--- src/rtl/adma_pkg.sv ---
// Shared definitions for the ADMA data mover AXI issuers: burst/response
// encodings, default channel-id type and the ARSIZE/AWSIZE helper.
package adma_pkg;

  localparam logic [1:0] AXI_BURST_INCR  = 2'b01;
  localparam logic [1:0] AXI_RESP_SLVERR = 2'b10;
  localparam logic [1:0] AXI_RESP_DECERR = 2'b11;

  localparam int DMA_CHN_NUM_DEF = 4;
  typedef logic [$clog2(DMA_CHN_NUM_DEF)-1:0] chn_id_t;

  // Beat size code for a data bus of data_w bits (8 -> 0, 16 -> 1, ... 1024 -> 7).
  function automatic logic [2:0] arsize_f(input int data_w);
    logic [2:0] s;
    s = 3'd0;
    for (int i = 0; i < 8; i++) begin
      if ((8 << i) == data_w) s = 3'(i);
    end
    return s;
  endfunction

endpackage

--- src/rtl/adma_dm_axi_ar_if.sv ---
// AR-channel bundle of the data mover: the AXI AR master signals plus the
// {chn_id, arid, arlen} record handed to the R stage.
interface adma_dm_axi_ar_if #(
  parameter int DMA_CHN_NUM_W = 2,
  parameter int MST_ID_W      = 5,
  parameter int SRC_ADDR_W    = 32,
  parameter int ATX_LEN_W     = 8,
  parameter int ATX_SIZE_W    = 3
);

  // Handshakes: a transfer happens on a rising edge where valid and ready are
  // both high; once valid rises, it and its payload hold until that transfer.
  logic [MST_ID_W-1:0]      m_arid_o;
  logic [SRC_ADDR_W-1:0]    m_araddr_o;
  logic [ATX_LEN_W-1:0]     m_arlen_o;
  logic [ATX_SIZE_W-1:0]    m_arsize_o;
  logic [1:0]               m_arburst_o;
  logic                     m_arvalid_o;
  logic                     m_arready_i;

  logic [DMA_CHN_NUM_W-1:0] atx_chn_id;
  logic [MST_ID_W-1:0]      atx_arid;
  logic [ATX_LEN_W-1:0]     atx_arlen;
  logic                     atx_vld;
  logic                     atx_rdy;

  modport mst (
    output m_arid_o, m_araddr_o, m_arlen_o, m_arsize_o, m_arburst_o, m_arvalid_o,
    input  m_arready_i,
    output atx_chn_id, atx_arid, atx_arlen, atx_vld,
    input  atx_rdy
  );

  modport slv (
    input  m_arid_o, m_araddr_o, m_arlen_o, m_arsize_o, m_arburst_o, m_arvalid_o,
    output m_arready_i,
    input  atx_chn_id, atx_arid, atx_arlen, atx_vld,
    output atx_rdy
  );

endinterface

--- src/rtl/adma_rr_arb.sv ---
// Round-robin arbiter: grants the first request at or after the pointer and
// moves the pointer just past the winner when the grant is taken (adv).
module adma_rr_arb #(
  parameter  int N  = 4,
  localparam int IW = (N > 1) ? $clog2(N) : 1
) (
  input  logic          clk,
  input  logic          rst_n,
  input  logic [N-1:0]  req,
  input  logic          adv,
  output logic [N-1:0]  gnt_oh,
  output logic [IW-1:0] gnt_idx,
  output logic          gnt_vld
);

  logic [IW-1:0] ptr_q, ptr_d;
  logic [IW:0]   sum;
  logic [IW-1:0] cand;

  always_comb begin
    gnt_oh  = '0;
    gnt_idx = '0;
    gnt_vld = 1'b0;
    sum     = '0;
    cand    = '0;
    for (int i = 0; i < N; i++) begin
      sum = {1'b0, ptr_q} + (IW+1)'(i);
      if (sum >= (IW+1)'(N)) sum = sum - (IW+1)'(N);
      cand = sum[IW-1:0];
      if (!gnt_vld && req[cand]) begin
        gnt_vld      = 1'b1;
        gnt_idx      = cand;
        gnt_oh[cand] = 1'b1;
      end
    end
  end

  always_comb begin
    ptr_d = ptr_q;
    if (adv && gnt_vld) begin
      ptr_d = (gnt_idx == IW'(N-1)) ? '0 : gnt_idx + IW'(1);
    end
  end

  always_ff @(posedge clk or negedge rst_n) begin
    if (!rst_n) ptr_q <= '0;
    else        ptr_q <= ptr_d;
  end

endmodule

--- src/rtl/adma_dm_axi_ar.sv ---
// AXI AR issuer of the DMA data mover: arbitrates per-channel read requests
// into one issue slot that drives both the AR channel and the R-stage record.
module adma_dm_axi_ar
  import adma_pkg::*;
#(
  parameter  int DMA_CHN_NUM    = 4,
  parameter  int MST_ID_W       = 5,
  parameter  int SRC_ADDR_W     = 32,
  parameter  int ATX_LEN_W      = 8,
  parameter  int ATX_SIZE_W     = 3,
  parameter  int ATX_SRC_DATA_W = 256,
  localparam int DMA_CHN_NUM_W  = (DMA_CHN_NUM > 1) ? $clog2(DMA_CHN_NUM) : 1
) (
  input  logic                              clk,
  input  logic                              rst_n,
  input  logic [DMA_CHN_NUM*SRC_ADDR_W-1:0] req_addr,
  input  logic [DMA_CHN_NUM*ATX_LEN_W-1:0]  req_len,
  input  logic [DMA_CHN_NUM-1:0]            req_vld,
  output logic [DMA_CHN_NUM-1:0]            req_rdy,
  input  logic [DMA_CHN_NUM*MST_ID_W-1:0]   atx_id,
  adma_dm_axi_ar_if.mst                     bus
);

  localparam logic [ATX_SIZE_W-1:0] ARSIZE = ATX_SIZE_W'(arsize_f(ATX_SRC_DATA_W));
  localparam int BEAT_BYTES = ATX_SRC_DATA_W / 8;

  logic [DMA_CHN_NUM_W-1:0] chn_q, chn_d;
  logic [MST_ID_W-1:0]      id_q, id_d;
  logic [SRC_ADDR_W-1:0]    addr_q, addr_d;
  logic [ATX_LEN_W-1:0]     len_q, len_d;
  logic                     ar_pend_q, ar_pend_d;
  logic                     atx_pend_q, atx_pend_d;

  logic [DMA_CHN_NUM-1:0]   gnt_oh;
  logic [DMA_CHN_NUM_W-1:0] gnt_idx;
  logic                     gnt_vld;
  logic                     ar_pend_nx, atx_pend_nx;
  logic                     slot_free, grant;
  logic [MST_ID_W-1:0]      sel_id;
  logic [SRC_ADDR_W-1:0]    sel_addr;
  logic [ATX_LEN_W-1:0]     sel_len;

  adma_rr_arb #(.N(DMA_CHN_NUM)) u_arb (
    .clk     (clk),
    .rst_n   (rst_n),
    .req     (req_vld),
    .adv     (grant),
    .gnt_oh  (gnt_oh),
    .gnt_idx (gnt_idx),
    .gnt_vld (gnt_vld)
  );

  // The slot counts as free already in the cycle its last pending handshake
  // completes, which gives back-to-back bursts when both readys stay high.
  always_comb begin
    ar_pend_nx  = ar_pend_q & ~bus.m_arready_i;
    atx_pend_nx = atx_pend_q & ~bus.atx_rdy;
    slot_free   = rst_n & ~ar_pend_nx & ~atx_pend_nx;
    grant       = slot_free & gnt_vld;
    req_rdy     = grant ? gnt_oh : '0;
  end

  always_comb begin
    sel_id   = '0;
    sel_addr = '0;
    sel_len  = '0;
    for (int i = 0; i < DMA_CHN_NUM; i++) begin
      if (gnt_oh[i]) begin
        sel_id   = atx_id[i*MST_ID_W +: MST_ID_W];
        sel_addr = req_addr[i*SRC_ADDR_W +: SRC_ADDR_W];
        sel_len  = req_len[i*ATX_LEN_W +: ATX_LEN_W];
      end
    end
  end

  always_comb begin
    ar_pend_d  = ar_pend_nx | grant;
    atx_pend_d = atx_pend_nx | grant;
    chn_d      = chn_q;
    id_d       = id_q;
    addr_d     = addr_q;
    len_d      = len_q;
    if (grant) begin
      chn_d  = gnt_idx;
      id_d   = sel_id;
      addr_d = sel_addr;
      len_d  = sel_len;
    end
  end

  always_ff @(posedge clk or negedge rst_n) begin
    if (!rst_n) begin
      chn_q      <= '0;
      id_q       <= '0;
      addr_q     <= '0;
      len_q      <= '0;
      ar_pend_q  <= 1'b0;
      atx_pend_q <= 1'b0;
    end else begin
      chn_q      <= chn_d;
      id_q       <= id_d;
      addr_q     <= addr_d;
      len_q      <= len_d;
      ar_pend_q  <= ar_pend_d;
      atx_pend_q <= atx_pend_d;
    end
  end

  assign bus.m_arid_o    = id_q;
  assign bus.m_araddr_o  = addr_q;
  assign bus.m_arlen_o   = len_q;
  assign bus.m_arsize_o  = ARSIZE;
  assign bus.m_arburst_o = AXI_BURST_INCR;
  assign bus.m_arvalid_o = ar_pend_q;
  assign bus.atx_chn_id  = chn_q;
  assign bus.atx_arid    = id_q;
  assign bus.atx_arlen   = len_q;
  assign bus.atx_vld     = atx_pend_q;

`ifndef SYNTHESIS
  // Upstream splits bursts at 4KB boundaries; catch any request that does not.
  logic [SRC_ADDR_W-1:0] burst_last;
  always_comb begin
    burst_last = sel_addr + SRC_ADDR_W'((32'(sel_len) + 32'd1) * 32'(BEAT_BYTES) - 32'd1);
  end

  a_no_4k_cross: assert property (@(posedge clk) disable iff (!rst_n)
    grant |-> (sel_addr[SRC_ADDR_W-1:12] == burst_last[SRC_ADDR_W-1:12]));
`endif

endmodule

--- src/flat_wrapper.sv ---
// flat-port wrapper written by rule: the top's interface ports become plain ports
module adma_dm_axi_ar_flat import adma_pkg::*;
#(
  parameter  int DMA_CHN_NUM    = 4,
  parameter  int MST_ID_W       = 5,
  parameter  int SRC_ADDR_W     = 32,
  parameter  int ATX_LEN_W      = 8,
  parameter  int ATX_SIZE_W     = 3,
  parameter  int ATX_SRC_DATA_W = 256,
  localparam int DMA_CHN_NUM_W  = (DMA_CHN_NUM > 1) ? $clog2(DMA_CHN_NUM) : 1
)
  (clk, rst_n, req_addr, req_len, req_vld, req_rdy, atx_id, bus_m_arid_o, bus_m_araddr_o, bus_m_arlen_o, bus_m_arsize_o, bus_m_arburst_o, bus_m_arvalid_o, bus_m_arready_i, bus_atx_chn_id, bus_atx_arid, bus_atx_arlen, bus_atx_vld, bus_atx_rdy);
  adma_dm_axi_ar_if #(.DMA_CHN_NUM_W((2)), .MST_ID_W(MST_ID_W), .SRC_ADDR_W(SRC_ADDR_W), .ATX_LEN_W(ATX_LEN_W), .ATX_SIZE_W(ATX_SIZE_W)) bus_i ();
  input  logic clk;
  input  logic rst_n;
  input  logic [DMA_CHN_NUM*SRC_ADDR_W-1:0] req_addr;
  input  logic [DMA_CHN_NUM*ATX_LEN_W-1:0] req_len;
  input  logic [DMA_CHN_NUM-1:0] req_vld;
  output logic [DMA_CHN_NUM-1:0] req_rdy;
  input  logic [DMA_CHN_NUM*MST_ID_W-1:0] atx_id;
  output wire logic [$bits(bus_i.m_arid_o)-1:0] bus_m_arid_o;
  output wire logic [$bits(bus_i.m_araddr_o)-1:0] bus_m_araddr_o;
  output wire logic [$bits(bus_i.m_arlen_o)-1:0] bus_m_arlen_o;
  output wire logic [$bits(bus_i.m_arsize_o)-1:0] bus_m_arsize_o;
  output wire logic [$bits(bus_i.m_arburst_o)-1:0] bus_m_arburst_o;
  output wire logic [$bits(bus_i.m_arvalid_o)-1:0] bus_m_arvalid_o;
  input wire logic [$bits(bus_i.m_arready_i)-1:0] bus_m_arready_i;
  output wire logic [$bits(bus_i.atx_chn_id)-1:0] bus_atx_chn_id;
  output wire logic [$bits(bus_i.atx_arid)-1:0] bus_atx_arid;
  output wire logic [$bits(bus_i.atx_arlen)-1:0] bus_atx_arlen;
  output wire logic [$bits(bus_i.atx_vld)-1:0] bus_atx_vld;
  input wire logic [$bits(bus_i.atx_rdy)-1:0] bus_atx_rdy;
  assign bus_m_arid_o = bus_i.m_arid_o;
  assign bus_m_araddr_o = bus_i.m_araddr_o;
  assign bus_m_arlen_o = bus_i.m_arlen_o;
  assign bus_m_arsize_o = bus_i.m_arsize_o;
  assign bus_m_arburst_o = bus_i.m_arburst_o;
  assign bus_m_arvalid_o = bus_i.m_arvalid_o;
  assign bus_i.m_arready_i = bus_m_arready_i;
  assign bus_atx_chn_id = bus_i.atx_chn_id;
  assign bus_atx_arid = bus_i.atx_arid;
  assign bus_atx_arlen = bus_i.atx_arlen;
  assign bus_atx_vld = bus_i.atx_vld;
  assign bus_i.atx_rdy = bus_atx_rdy;
  adma_dm_axi_ar #(.DMA_CHN_NUM(DMA_CHN_NUM), .MST_ID_W(MST_ID_W), .SRC_ADDR_W(SRC_ADDR_W), .ATX_LEN_W(ATX_LEN_W), .ATX_SIZE_W(ATX_SIZE_W), .ATX_SRC_DATA_W(ATX_SRC_DATA_W)) u_core (.clk(clk), .rst_n(rst_n), .req_addr(req_addr), .req_len(req_len), .req_vld(req_vld), .req_rdy(req_rdy), .atx_id(atx_id), .bus(bus_i));
endmodule
--- config.mk ---
export PLATFORM = sky130hd
export DESIGN_NAME = adma_dm_axi_ar_flat
export DESIGN_NICKNAME = d
export VERILOG_FILES = /design/src/rtl/adma_pkg.sv /design/src/rtl/adma_dm_axi_ar_if.sv /design/src/rtl/adma_rr_arb.sv /design/src/rtl/adma_dm_axi_ar.sv /design/src/flat_wrapper.sv
export SDC_FILE = /design/constraint.sdc
export NUM_CORES = 1
export LEC_CHECK = 0
export ABC_AREA = 1
export CAP_MARGIN = 20
export CELL_PAD_IN_SITES_DETAIL_PLACEMENT = 2
export CELL_PAD_IN_SITES_GLOBAL_PLACEMENT = 2
export CORE_UTILIZATION = 19
export DETAILED_ROUTE_END_ITERATION = 12
export PLACE_DENSITY_LB_ADDON = 0.08
export SLEW_MARGIN = 5
export SYNTH_ARGS = -nofsm -noshare
export SYNTH_HDL_FRONTEND = slang
export SYNTH_SLANG_ARGS = --single-unit
--- constraint.sdc ---
create_clock -name clk -period 5.1 [get_ports clk]
set_clock_uncertainty 0.1 [all_clocks]
set_input_delay 1.02 -clock clk [delete_from_list [all_inputs] [get_ports clk]]
set_output_delay 1.02 -clock clk [all_outputs]
set_load 0.05 [all_outputs]
---- After elaboration in Yosys (flattened, before gate mapping) ----
Cells that the tools add are included.
storage, ports and cells
  register bits after elaboration ......... 51
  input port bits ......................... 188
  output and inout port bits .............. 71
  logic and storage cells ................. 99
cells by class
  $add $sub $neg .......................... 8
  order comparisons ....................... 12
  equal/unequal tests ..................... 1
  muxes and demuxes ....................... 46
  bitwise gates (word level) .............. 14
  reduce and logical (&&, ||, !) cells .... 11
operator list
  operator                                                           number
  two-way mux 32 bit                                                 4
  two-way mux 8 bit                                                  4
  two-way mux 4 bit                                                  5
  two-way mux 5 bit                                                  4
  two-way mux 2 bit                                                  9
  less-than comparator 2 x 3 -> 1 bit, second input constant         4
  two-way mux 1 bit                                                  12
  bitwise OR 4 bit                                                   3
  greater-or-equal comparator 3 bit, second input constant           3
  binary-select mux 1 bit (select 2 bit)                             4
  demux 1 bit (select 2 bit)                                         4
  greater-or-equal comparator 2 x 1 -> 1 bit, second input constant  4
  logical AND 1 bit                                                  8
  subtractor 2 x 1 -> 2 bit, second input constant                   4
  adder 2 x 2 -> 3 bit, second input constant                        2
  AND 1 bit                                                          5
  NOT 1 bit                                                          4
  adder 2 x 1 -> 3 bit, second input constant                        1
  greater-or-equal comparator 2 x 3 -> 1 bit, second input constant  1
  logical NOT 1 bit                                                  3
  adder 2 x 1 -> 2 bit, second input constant                        1
  == test 2 bit, second input constant                               1
  bitwise OR 1 bit                                                   2

---- Logic depth before layout (Yosys ltp) ----
  word-level depth ........................ 18
  mapped depth ............................ 16
  gate-level depth less buffers ........... 15

---- Modules after synthesis ----
A second synthesis with hierarchy kept.
second synthesis, totals
  cells, all modules ...................... 729
  area, all modules ....................... 4351.7 µm²
by module, submodules not included
  module          instances  cells each  area each (µm²)  sequential area each (µm²)
  adma_dm_axi_ar  1          637         3768.6           1226.2
  adma_rr_arb     1          92          583.1            50.0

---- Worst setup path after synthesis ----
No wires, ideal clock.
  kind .................................... input to output
  start point ............................. in req_vld[3]
  end point ............................... out req_rdy[3]
  arrival ................................. 2.383 ns
  required time ........................... 3.980 ns
  setup slack ............................. 1.597 ns
  stages on the path ...................... 10
  path buffers ............................ 1
  cells stage by stage .................... inv_1 nand2_1 nand3_2 nand2_4 nor2_4 nand3_2 o21ai_4 buf_2 nand2_1 inv_1
between the ends
  word-level cells in the longest chain between the ends .. 14
  elaborated cells on any way between the ends .. 27
  those cells by class .................... 17 x mux; 4 x bitwise; 6 x reduce/logical
RTL lines
  element                                  line                  source
  start: declaration                       flat_wrapper.sv:18    input logic [DMA_CHN_NUM-1:0] req_vld;
  binary-select mux 1 bit (select 2 bit)   adma_rr_arb.sv:30     if (!gnt_vld && req[cand]) begin
  two-way mux 1 bit (not written as such)  adma_rr_arb.sv:30
  two-way mux 1 bit                        adma_rr_arb.sv:30
  logical NOT 1 bit                        adma_rr_arb.sv:30
  logical AND 1 bit                        adma_rr_arb.sv:30
  two-way mux 1 bit                        adma_rr_arb.sv:30
  logical NOT 1 bit                        adma_rr_arb.sv:30
  logical AND 1 bit                        adma_rr_arb.sv:30
  two-way mux 1 bit                        adma_rr_arb.sv:30
  logical NOT 1 bit                        adma_rr_arb.sv:30
  logical AND 1 bit                        adma_rr_arb.sv:30
  two-way mux 1 bit                        adma_rr_arb.sv:30
  AND 1 bit                                adma_dm_axi_ar.sv:59  grant = slot_free & gnt_vld;
  two-way mux 4 bit *                      adma_dm_axi_ar.sv:60  req_rdy = grant ? gnt_oh : '0;
  end: declaration                         flat_wrapper.sv:19    output logic [DMA_CHN_NUM-1:0] req_rdy;
Every way passes the cells marked *; elsewhere a longest branch is shown, timed or not. The select of a mux whose other input is x is not followed.

==> parameters.txt <==
Parameter                              Value

Run status
  Run status ... complete, no violations

Clock tree
  Buffer type at the clock tree root ... clkbuf_16
  Clk_lat worst skew ... 300 ps
  Number of clock buffers inserted by TritonCTS ... 5
  Hold Buf Count CTS ... 0
  CTS tree ... yes
  Number of gates resized after CTS ... 0
  Maximum level of the CTS H-tree ... 2
  Clock-pin slew on the worst setup and hold paths ... 70 ps
  Number of sinks driven by the clock tree ... slightly above 50
  Buffer count from post-CTS setup fixing ... 0
  Maximum buffer depth of the clock tree ... 2

Timing
  Final count of hold timing violations ... 0
  Crit share post-route ... approximately 87%
  Pin slew with the least headroom to its limit ... 1062 ps
  Total negative setup slack ... 0 ps
  Final min period ... 4439 ps
  Final Max Tran Viols ... 0
  Setup-failing EPs final ... 0
  Worst slew slack as a fraction of its limit ... 29.23%
  Max frequency ... 225.3 MHz
  Unrepaired setup endpoints after global routing ... false

Power
  Cell-internal power ... 0.002243 W
  Switching Share ... ~61%
  Static leakage ... 3.730 nW
  Part of the power in combinational logic ... 81.0%
  Switching power of the nets ... 0.003447 W
  Pwr/cell area ... between 700 and 800 mW/mm²
  Total power of the final layout ... 0.005690 W
  Power share of the clock group ... between 5 and 6%
  Fraction of power consumed by sequential logic ... 13.1%
  Peak ir drop on the vdd network ... 0.3295 mV

GRT
  Vias in the first global route ... 5771
  Largest net degree at the start of global routing ... 91
  Wire length of the first global-routing pass ... roughly 32000 µm
  Overflow left after global routing ... 0
  Global Route Usage Sum ... about 17%
  Number of antenna violations at the first check in global routing ... 1

Route
  Avg Vias per Cell ... 4.184
  Initial DRT Pass Iterations ... 4
  Met1 WL ... 9249 µm
  Vias after detailed routing ... roughly 5400
  Metal2 WL ... 9746 µm
  Routed wire length on met3 ... 1057 µm
  Wire per inst ... around 16 µm
  Number of antenna-violating nets in the routed design ... 0
  DRC marker count from the first detailed-route iteration ... 158
  DRC violation count after routing ... 0
  Highest metal used ... met4
  Total routed wirelength ... just over 20000 µm

Logic synthesis
  Cell area after technology mapping ... 0.004437 mm²
  Cells after synthesis ... 762
  Yosys cell types ... 25
  Fraction of post-synthesis cell area in the top cell type by area ... 30.29%
  Flip-flop and latch count after synthesis ... 51
  Cell type with the largest total area after synthesis ... nand2_1
  Yosys warns ... 0
  Part of the Yosys area used for sequential elements ... between 20 and 30%
  Ranking of synthesized cells by area ... nand2_1, dfrtp_1, a21oi_1
  Syn avg cell area ... 5.823 µm²

Layout
  Fraction of final layout cells with drive strength greater than 1 ... roughly 3.4%
  Sequential cell area ... between 0.001 and 0.0015 mm²
  Total number of nets in the final design ... 1168
  Number of fillers in the final layout ... 2804
  Most common library cell in the layout ignoring fill and taps ... nand2_1
  Multi-input gate area ... around 0.0024 mm²
  Syn-to-layout area delta ... 62.10%
  Commonest cells after routing, fill and taps aside ... nand2_1, clkdlybuf4s50_1, a21oi_1

Floorplanning
  Count of standard-cell rows ... 55
  Die Width ... 154.8 µm
  CORE AREA ... approximately 0.023 mm²
  DIE AREA ... between 0.02 and 0.025 mm²
  Vertical die dimension ... 154.8 µm
  Number of top-level pins ... 259
  Initial Utilization ... 19.48%

Placed design
  # port buffers ... 253
  Sum of net half-perimeters after detailed placement ... 14870 µm
  Last weighted congestion value of the routability-driven placer ... 0.7670

Setup path
  Most frequent cell on the critical path ... nand2_1
  Slowest-stage cell, CP ... clkdlybuf4s50_1
  Max Fanout on Critical Path ... 12
  Critical Path, Cell by Cell ... inv_2, ha_1, inv_1, nand3_1, nand2_1, nor2_2, nand2_1, nand2_1, nor2_1, o21ai_4, nand2_1, inv_1, clkdlybuf4s50_1
  Critical path startpoint category ... flip-flop
  Required @ worst endpoint ... 3980 ps
  Start-to-end type of the worst setup path ... flip-flop to output port
  Data arrival time at the worst-slack endpoint ... about 3300 ps
  Endpoint kind of the worst setup timing path ... output port
  Worst path max stage delay ... 800 ps

Min path
  Type of the tightest min-delay check ... flip-flop to flip-flop

Job
  Count of maximum capacitance violations ... 0
[registers in the layout, indices dropped and copies added (netlist names), named ones only]
signal                  count
u_core.bus.atx_vld          1
u_core.bus.m_araddr_o      32
u_core.bus.m_arvalid_o      1
u_core.bus.atx_arlen        8
u_core.bus.atx_arid         5
u_core.u_arb.ptr_q          1
u_core.bus.atx_chn_id       2
[power groups by stage]
stage	Sequential (W)	Clock, W	Combinational (W)
floorplan	0.00134	0	0.00282
global placement	0.000749	0	0.00469
detailed placement	0.000755	0	0.00474
CTS	0.000749	0.000359	0.00475
global route	0.000770	0.000372	0.00521
finish	0.000744	0.000338	0.00461
[per-stage QoR]
stage          hold WS, ps  setup WS (ps)  cell area (µm²)  utilization [%]  std cells
6_report             380.5          660.9             7192            31.57       1286
4_1_cts              387.8          588.1             7189            31.56       1285
3_3_place_gp         362.6          720.3             7061            31.00       1279
5_1_grt              409.1          383.6             7192            31.57       1286
3_5_place_dp         369.0          682.8             7061            31.00       1279
2_1_floorplan        624.4           1597             4448                -        765
[kinds of logic after synthesis]
| group | Yosys count | synth area share, % |
|---|---|---|
| flops | 51 | 28.76 |
| simple gates | 385 | 34.26 |
| other cells | 2 | 0.1693 |
| buf+inv | 168 | 17.48 |
| fa+ha+maj | 7 | 1.974 |
| compound gates | 149 | 17.34 |
[worst max-delay path: cells and delay by family, from the launching register on]
kind,cells,cell delay (ps)
and+or+nand+nor,7,730
DFF,1,630
adders and majority gates,1,430
buffers and inverters,4,1150
AOI/OAI and AO/OA,1,60
[cell type report]
| class | instances | share of cell area (%) |
|---|---|---|
| Antenna cell | 1 | 0.03479 |
| Inverter | 109 | 5.689 |
| Sequential cell | 51 | 17.75 |
| Clock buffer | 6 | 1.792 |
| Multi-Input combinational cell | 546 | 33.52 |
| Timing Repair Buffer | 260 | 35.77 |
| Tap cell | 313 | 5.445 |
[synthesized netlist by cell type (all sizes together)]
cell type,number
o21ai,8
nand4,4
ha,7
inv,109
a21boi,1
conb,2
nor2,9
nand3,12
clkbuf,4
o21a,1
a21oi,139
dfrtp,51
nand2,360
buf,55
[worst paths after layout]
check                                          start                   endpoint  slack (ps)  cells after the start
max                                        flip-flop                 req_rdy[3]         660                     13
min                        u_core.bus.m_araddr_o[11]  u_core.bus.m_araddr_o[11]         380                      2
max reg2reg                                flip-flop   u_core.bus.m_araddr_o[9]        1200                     14
min reg2reg                u_core.bus.m_araddr_o[11]  u_core.bus.m_araddr_o[11]         380                      2
max in group asynchronous                      rst_n  u_core.bus.m_araddr_o[15]        3540                      2
min in group asynchronous                      rst_n    u_core.bus.atx_arlen[1]         820                      2
[per-layer routing]
| layer | vias to the layer above | track usage [%] |
|---|---|---|
| met1 | 2522 | 21.51 |
| met2 | 141 | 30.10 |
| met5 | - | 0 |
| met3 | 8 | 3.811 |
| met4 | 0 | 3.536 |
| li1 | 2710 | - |
No activity file was read; power rests on OpenSTA's default activity.
